<file path="config.mk">
export PLATFORM = sky130hd
export DESIGN_NAME = cache_mem_adapter
export DESIGN_NICKNAME = d
export VERILOG_FILES = /design/src/rtl/rv32i_types.sv /design/src/rtl/cache_mem_adapter.sv
export SDC_FILE = /design/constraint.sdc
export NUM_CORES = 1
export LEC_CHECK = 0
export ABC_AREA = 1
export CORE_AREA = 4 4 401 403
export DETAILED_ROUTE_END_ITERATION = 12
export DIE_AREA = 0 0 405 407
export PLACE_DENSITY = 0.37
export SLEW_MARGIN = 10
export SYNTH_ARGS = -nofsm -noshare
export SYNTH_HDL_FRONTEND = slang
export SYNTH_SLANG_ARGS = --single-unit
</file>
<file path="constraint.sdc">
create_clock -name clk -period 4.9 [get_ports clk]
set_input_delay 0.98 -clock clk [delete_from_list [all_inputs] [get_ports clk]]
set_output_delay 0.98 -clock clk [all_outputs]
set_load 0.1 [all_outputs]
</file>
<file path="src/rtl/rv32i_types.sv">
// Shared type definitions for the cache-to-burst-memory adapter.
package rv32i_types;

  typedef enum logic [2:0] {
    IDLE,
    RD_CMD,
    RD_DATA,
    WR_DATA,
    RESP
  } adapter_state_t;

  typedef enum logic {
    ICACHE,
    DCACHE
  } mem_grant_t;

endpackage

</file>
<file path="src/rtl/cache_mem_adapter.sv">
// Arbitrates icache/dcache line requests onto a 4-beat burst memory,
// one transaction at a time, with round-robin grant on contention.
module cache_mem_adapter
  import rv32i_types::*;
#(
  parameter int LINE_BITS = 256,
  parameter int BEAT_BITS = 64
) (
  input  logic                 clk,
  input  logic                 rst,

  input  logic [31:0]          i_dfp_addr,
  input  logic                 i_dfp_read,
  output logic [LINE_BITS-1:0] i_dfp_rdata,
  output logic                 i_dfp_resp,

  input  logic [31:0]          d_dfp_addr,
  input  logic                 d_dfp_read,
  input  logic                 d_dfp_write,
  input  logic [LINE_BITS-1:0] d_dfp_wdata,
  output logic [LINE_BITS-1:0] d_dfp_rdata,
  output logic                 d_dfp_resp,

  output logic [31:0]          bmem_addr,
  output logic                 bmem_read,
  output logic                 bmem_write,
  output logic [BEAT_BITS-1:0] bmem_wdata,
  input  logic                 bmem_ready,
  input  logic [31:0]          bmem_raddr,
  input  logic [BEAT_BITS-1:0] bmem_rdata,
  input  logic                 bmem_rvalid
);

  localparam int BEATS = LINE_BITS / BEAT_BITS;
  localparam int CNT_W = $clog2(BEATS);

  adapter_state_t       state, state_next;
  mem_grant_t           grant, last_grant, grant_sel;
  logic [CNT_W-1:0]     beat_cnt;
  logic [31:0]          addr_q;
  logic [LINE_BITS-1:0] line_q;
  logic                 i_req, d_req, any_req;
  logic                 beat_hit, last_beat;

  assign i_req     = i_dfp_read;
  assign d_req     = d_dfp_read | d_dfp_write;
  assign any_req   = i_req | d_req;
  assign beat_hit  = bmem_rvalid && (bmem_raddr == addr_q);
  assign last_beat = (beat_cnt == CNT_W'(BEATS - 1));

  // Round-robin only matters on contention; a lone requester always wins.
  always_comb begin
    grant_sel = ICACHE;
    if (i_req && d_req)
      grant_sel = (last_grant == ICACHE) ? DCACHE : ICACHE;
    else if (d_req)
      grant_sel = DCACHE;
  end

  always_comb begin
    state_next = state;
    case (state)
      IDLE:    if (any_req)
                 state_next = (grant_sel == DCACHE && d_dfp_write) ? WR_DATA : RD_CMD;
      RD_CMD:  if (bmem_ready) state_next = RD_DATA;
      RD_DATA: if (beat_hit && last_beat) state_next = RESP;
      WR_DATA: if (bmem_ready && last_beat) state_next = RESP;
      RESP:    state_next = IDLE;
      default: state_next = IDLE;
    endcase
  end

  // Control registers: state, beat counter and arbitration history.
  always_ff @(posedge clk) begin
    if (rst) begin
      state      <= IDLE;
      beat_cnt   <= '0;
      grant      <= ICACHE;
      last_grant <= DCACHE;
    end else begin
      state <= state_next;
      case (state)
        IDLE: begin
          beat_cnt <= '0;
          if (any_req) grant <= grant_sel;
        end
        RD_CMD:  if (bmem_ready) beat_cnt <= '0;
        RD_DATA: if (beat_hit) beat_cnt <= beat_cnt + CNT_W'(1);
        WR_DATA: if (bmem_ready) beat_cnt <= beat_cnt + CNT_W'(1);
        RESP:    last_grant <= grant;
        default: ;
      endcase
    end
  end

  // Datapath registers: latched address and the line being filled or drained.
  always_ff @(posedge clk) begin
    if (state == IDLE && any_req) begin
      addr_q <= (grant_sel == DCACHE) ? d_dfp_addr : i_dfp_addr;
      if (grant_sel == DCACHE && d_dfp_write)
        line_q <= d_dfp_wdata;
    end else if (state == RD_DATA && beat_hit) begin
      line_q[int'(beat_cnt)*BEAT_BITS +: BEAT_BITS] <= bmem_rdata;
    end
  end

  // Outputs are decoded from state so that reset silences every port.
  always_comb begin
    bmem_read   = 1'b0;
    bmem_write  = 1'b0;
    bmem_addr   = '0;
    bmem_wdata  = '0;
    i_dfp_resp  = 1'b0;
    d_dfp_resp  = 1'b0;
    i_dfp_rdata = '0;
    d_dfp_rdata = '0;
    case (state)
      RD_CMD: begin
        bmem_read = 1'b1;
        bmem_addr = addr_q;
      end
      WR_DATA: begin
        bmem_write = 1'b1;
        bmem_addr  = addr_q;
        bmem_wdata = line_q[int'(beat_cnt)*BEAT_BITS +: BEAT_BITS];
      end
      RESP: begin
        if (grant == ICACHE) begin
          i_dfp_resp  = 1'b1;
          i_dfp_rdata = line_q;
        end else begin
          d_dfp_resp  = 1'b1;
          d_dfp_rdata = line_q;
        end
      end
      default: ;
    endcase
  end

endmodule

</file>
==> results.txt <==
The cell depth of the worst hold path came out at 2. The instance count of the mapped netlist came out at 2751. The final antenna-violating net count came out at 0.

The post-synth net total is 3179. The total global routing overflow is 0. The final-stage net count is 4117. The core footprint came out at 157000 sq um. The ratio of routed vias to standard cells is 3.84. The combinational power share is 57.7%.

Yosys printed 0 warnings. The number of antenna violations at the first check in global routing came out at 36. Counting flops and latches in the post-synthesis netlist gives 295. The tightest min-delay check is of the register to register type. The maximum level of the CTS H-tree is 2.

Summing internal, switching and leakage power gives 0.0159 W. The via count of the first global-routing pass is 22100. The global-route wire length before repair is 192000 um. The overall routing resource usage came out at 16.9%. Across the run, the number of max-cap violations was 0. The initialized floorplan defines 146 standard-cell rows. The layout has 18000 filler cells. The count of cells along the worst register-to-register path came out at 9. The number of buffer cells added on primary ports came out at 1034. The floorplan step defined a die boundary enclosing 165000 sq um. Post-CTS timing repair inserted 0 buffers for setup. In this run the worst path has a maximum fanout of 62.

The number of gates resized after CTS was 0. The CTS buffer count is 42. During I/O placement, the number of pins put on the boundary was 1035. In this run the cell area of the synthesized design comes to 19200 sq um.

The worst clock skew on the final layout is 0.0187 ns. Yosys attributes the largest share of cell area to edfxtp_1 (45%), nand2_1 (13%), nor2_1 (12%). The required arrival time at the worst endpoint came out at 3.92 ns. The setup TNS came out at 0 ns. In the final routed layout, each cell accounts on average for 25.4 um. Across all layers, the routed design uses 22300 vias. The share of the core filled with cells came out at 20.5%. The power per cell area is 492 nW/um^2. The switching power of the nets is 0.00879 W.

The final weighted congestion in routability-driven placement is 0.893. Setup repair after global routing left no endpoint under its margin. The final-report max-slew violation count was 0. The final-report hold violation count came out at 0. The relative slew slack is 29.3%. In this run the static leakage power is 13.6 nW.

The detailed router's first-iteration violation count is 1857. The leading cell type in the layout, fill and taps excluded is nand2_1. The share of total power in the clock network is 18.2%. Before antenna repair, the detailed router went through 8 iterations. The count of distinct cell types in the synthesized netlist came out at 29. The worst setup path is captured at an output port. The post-route minimum period came out at 4.34 ns. The detailed-route DRC error count came out at 0. Sequential elements use 45.7% of the synthesized area. The fraction of layout cells with a size suffix above 1 came out at 17.4%. The sum of routed wire length over all layers is 147000 um. IR analysis of the VDD net gives a maximum drop of 366 uV. The share of Yosys cell area claimed by the top area cell type is 44.9%. The initial cell density of the core is 12.2%. STA classifies the critical path startpoint as a register. The clock-pin slew reported for the worst setup and hold paths after clock tree synthesis is 0.05 ns. The flow ran to the end, and the final reports show no timing, DRC or antenna violations. The top cell types in the final layout, fill and taps aside, are nand2_1 (647), nor2_1 (605), clkdlybuf4s50_1 (582). The post-detailed-placement half-perimeter wirelength is 115000 um. Net switching is 55.4% of the power. Entering global routing, the biggest net connects 169 pins. Timing would allow up to 0.231 GHz. The die is 407 um tall.

The clock sink count is 295. The number of hold-repair buffers added at the cts stage came out at 0. The synthesized area per cell came out at 6.99 sq um.

The area added between synthesis and finish is 67.5%. Internal power comes to 0.00707 W. The maximum buffer depth of the clock tree came out at 3. Setup violations remaining at the end of the flow were counted as 0. The classification of the worst setup path is register to output port. The worst path arrival time is 3.36 ns. Sequential cells account for 24.1% of the total power. The final critical path takes up 88.5% of the cycle. The floorplan die width came out at 405 um. The tree is rooted in a clkbuf_16. The largest total area in the synthesized netlist belongs to edfxtp_1. TritonCTS built the clock tree.

At the later pin of the worst-skew pair, clock insertion delay measures 0.60 ns. The transition time at the pin with the least slew margin is 1.06 ns.
## metrics by stage
stage | hold slack [ns] | worst slack, ns | cell area (sq um) | instances
after floorplan | 0.429 | -0.395 | 19500 | 2751
after global placement | 0.502 | 0.733 | 31000 | 5717
after detailed placement | 0.498 | 0.734 | 31000 | 5717
after CTS | 0.507 | 0.464 | 32200 | 5787
after global routing | 0.509 | 0.368 | 32200 | 5802
final | 0.500 | 0.563 | 32200 | 5808
## cells by family after synthesis
logic type / after synthesis / share of synthesized area, %
compound gates: 597 / 15.6
xor+xnor: 11 / 0.501
fa+ha+maj: 5 / 0.325
buf+inv: 562 / 12.5
flops: 295 / 45.7
simple gates: 1281 / 25.4
## final cells by class
class	count	area, sq um	area share, %
well taps	2072	2590	8.04
repair buffers	1089	9870	30.6
clock buffers	49	1100	3.41
diodes	21	52.6	0.163
flip-flops and latches	295	8800	27.3
clock inverters	21	96.3	0.299
multi-input cells	1894	8330	25.8
inverters	367	1400	4.33
## cells in the mapped netlist
cell type / number
nand2_1: 650
nor2_1: 606
inv_1: 362
edfxtp_1: 288
o21ai_0: 213
a21oi_1: 198
o21ai_1: 180
buf_2: 114
clkbuf_1: 49
buf_6: 19
xnor2_1: 11
nand3_1: 10
buf_1: 9
dfxtp_1: 7
ha_1: 5
inv_2: 5
buf_4: 4
nor2_2: 4
a22oi_1: 2
nand2_2: 2
nand4_1: 2
nor3_1: 2
nor3_4: 2
o22ai_1: 2
a21boi_0: 1
a31oi_1: 1
nand3b_1: 1
nor2_4: 1
nor3_2: 1
## sequential cells by signal (all words and copies together) (netlist names)
register	count
addr_q	32
grant	1
beat_cnt	2
last_grant	1
state	3
line_q	256
## worst max-delay path, cell delays in order (launching register included)
cell and delay, ns:
dfxtp_1 0.37, nor3_2 0.30, nand2_4 0.34, buf_12 0.32, nor2_1 0.17, clkdlybuf4s50_1 1.18
## layer usage
layer	wire, um	global-route usage, %	part of all wire (%)
met2	68700	27.5	47
met3	11400	4.92	7.8
met4	5030	6.21	3.4
met1	62200	21.2	42
met5	88	0	0.060
## path summary, 6_finish.rpt
kind	startpoint	end	slack, ns
max	state[0]	d_dfp_rdata[57]	0.56
min	last_grant	last_grant	0.50
max reg2reg	beat_cnt[1]	line_q[107]	1.22
min reg2reg	last_grant	last_grant	0.50
## power groups by stage
stage / registers, W / logic [W] / clock network (W)
after floorplan: 0.00375 / 0.00624 / 0
after global placement: 0.00388 / 0.00924 / 0
after detailed placement: 0.00387 / 0.00923 / 0
after CTS: 0.00382 / 0.00926 / 0.00299
after global routing: 0.00387 / 0.00974 / 0.00310
final: 0.00383 / 0.00915 / 0.00289
Note: power is estimated with default switching activity, not from simulation.
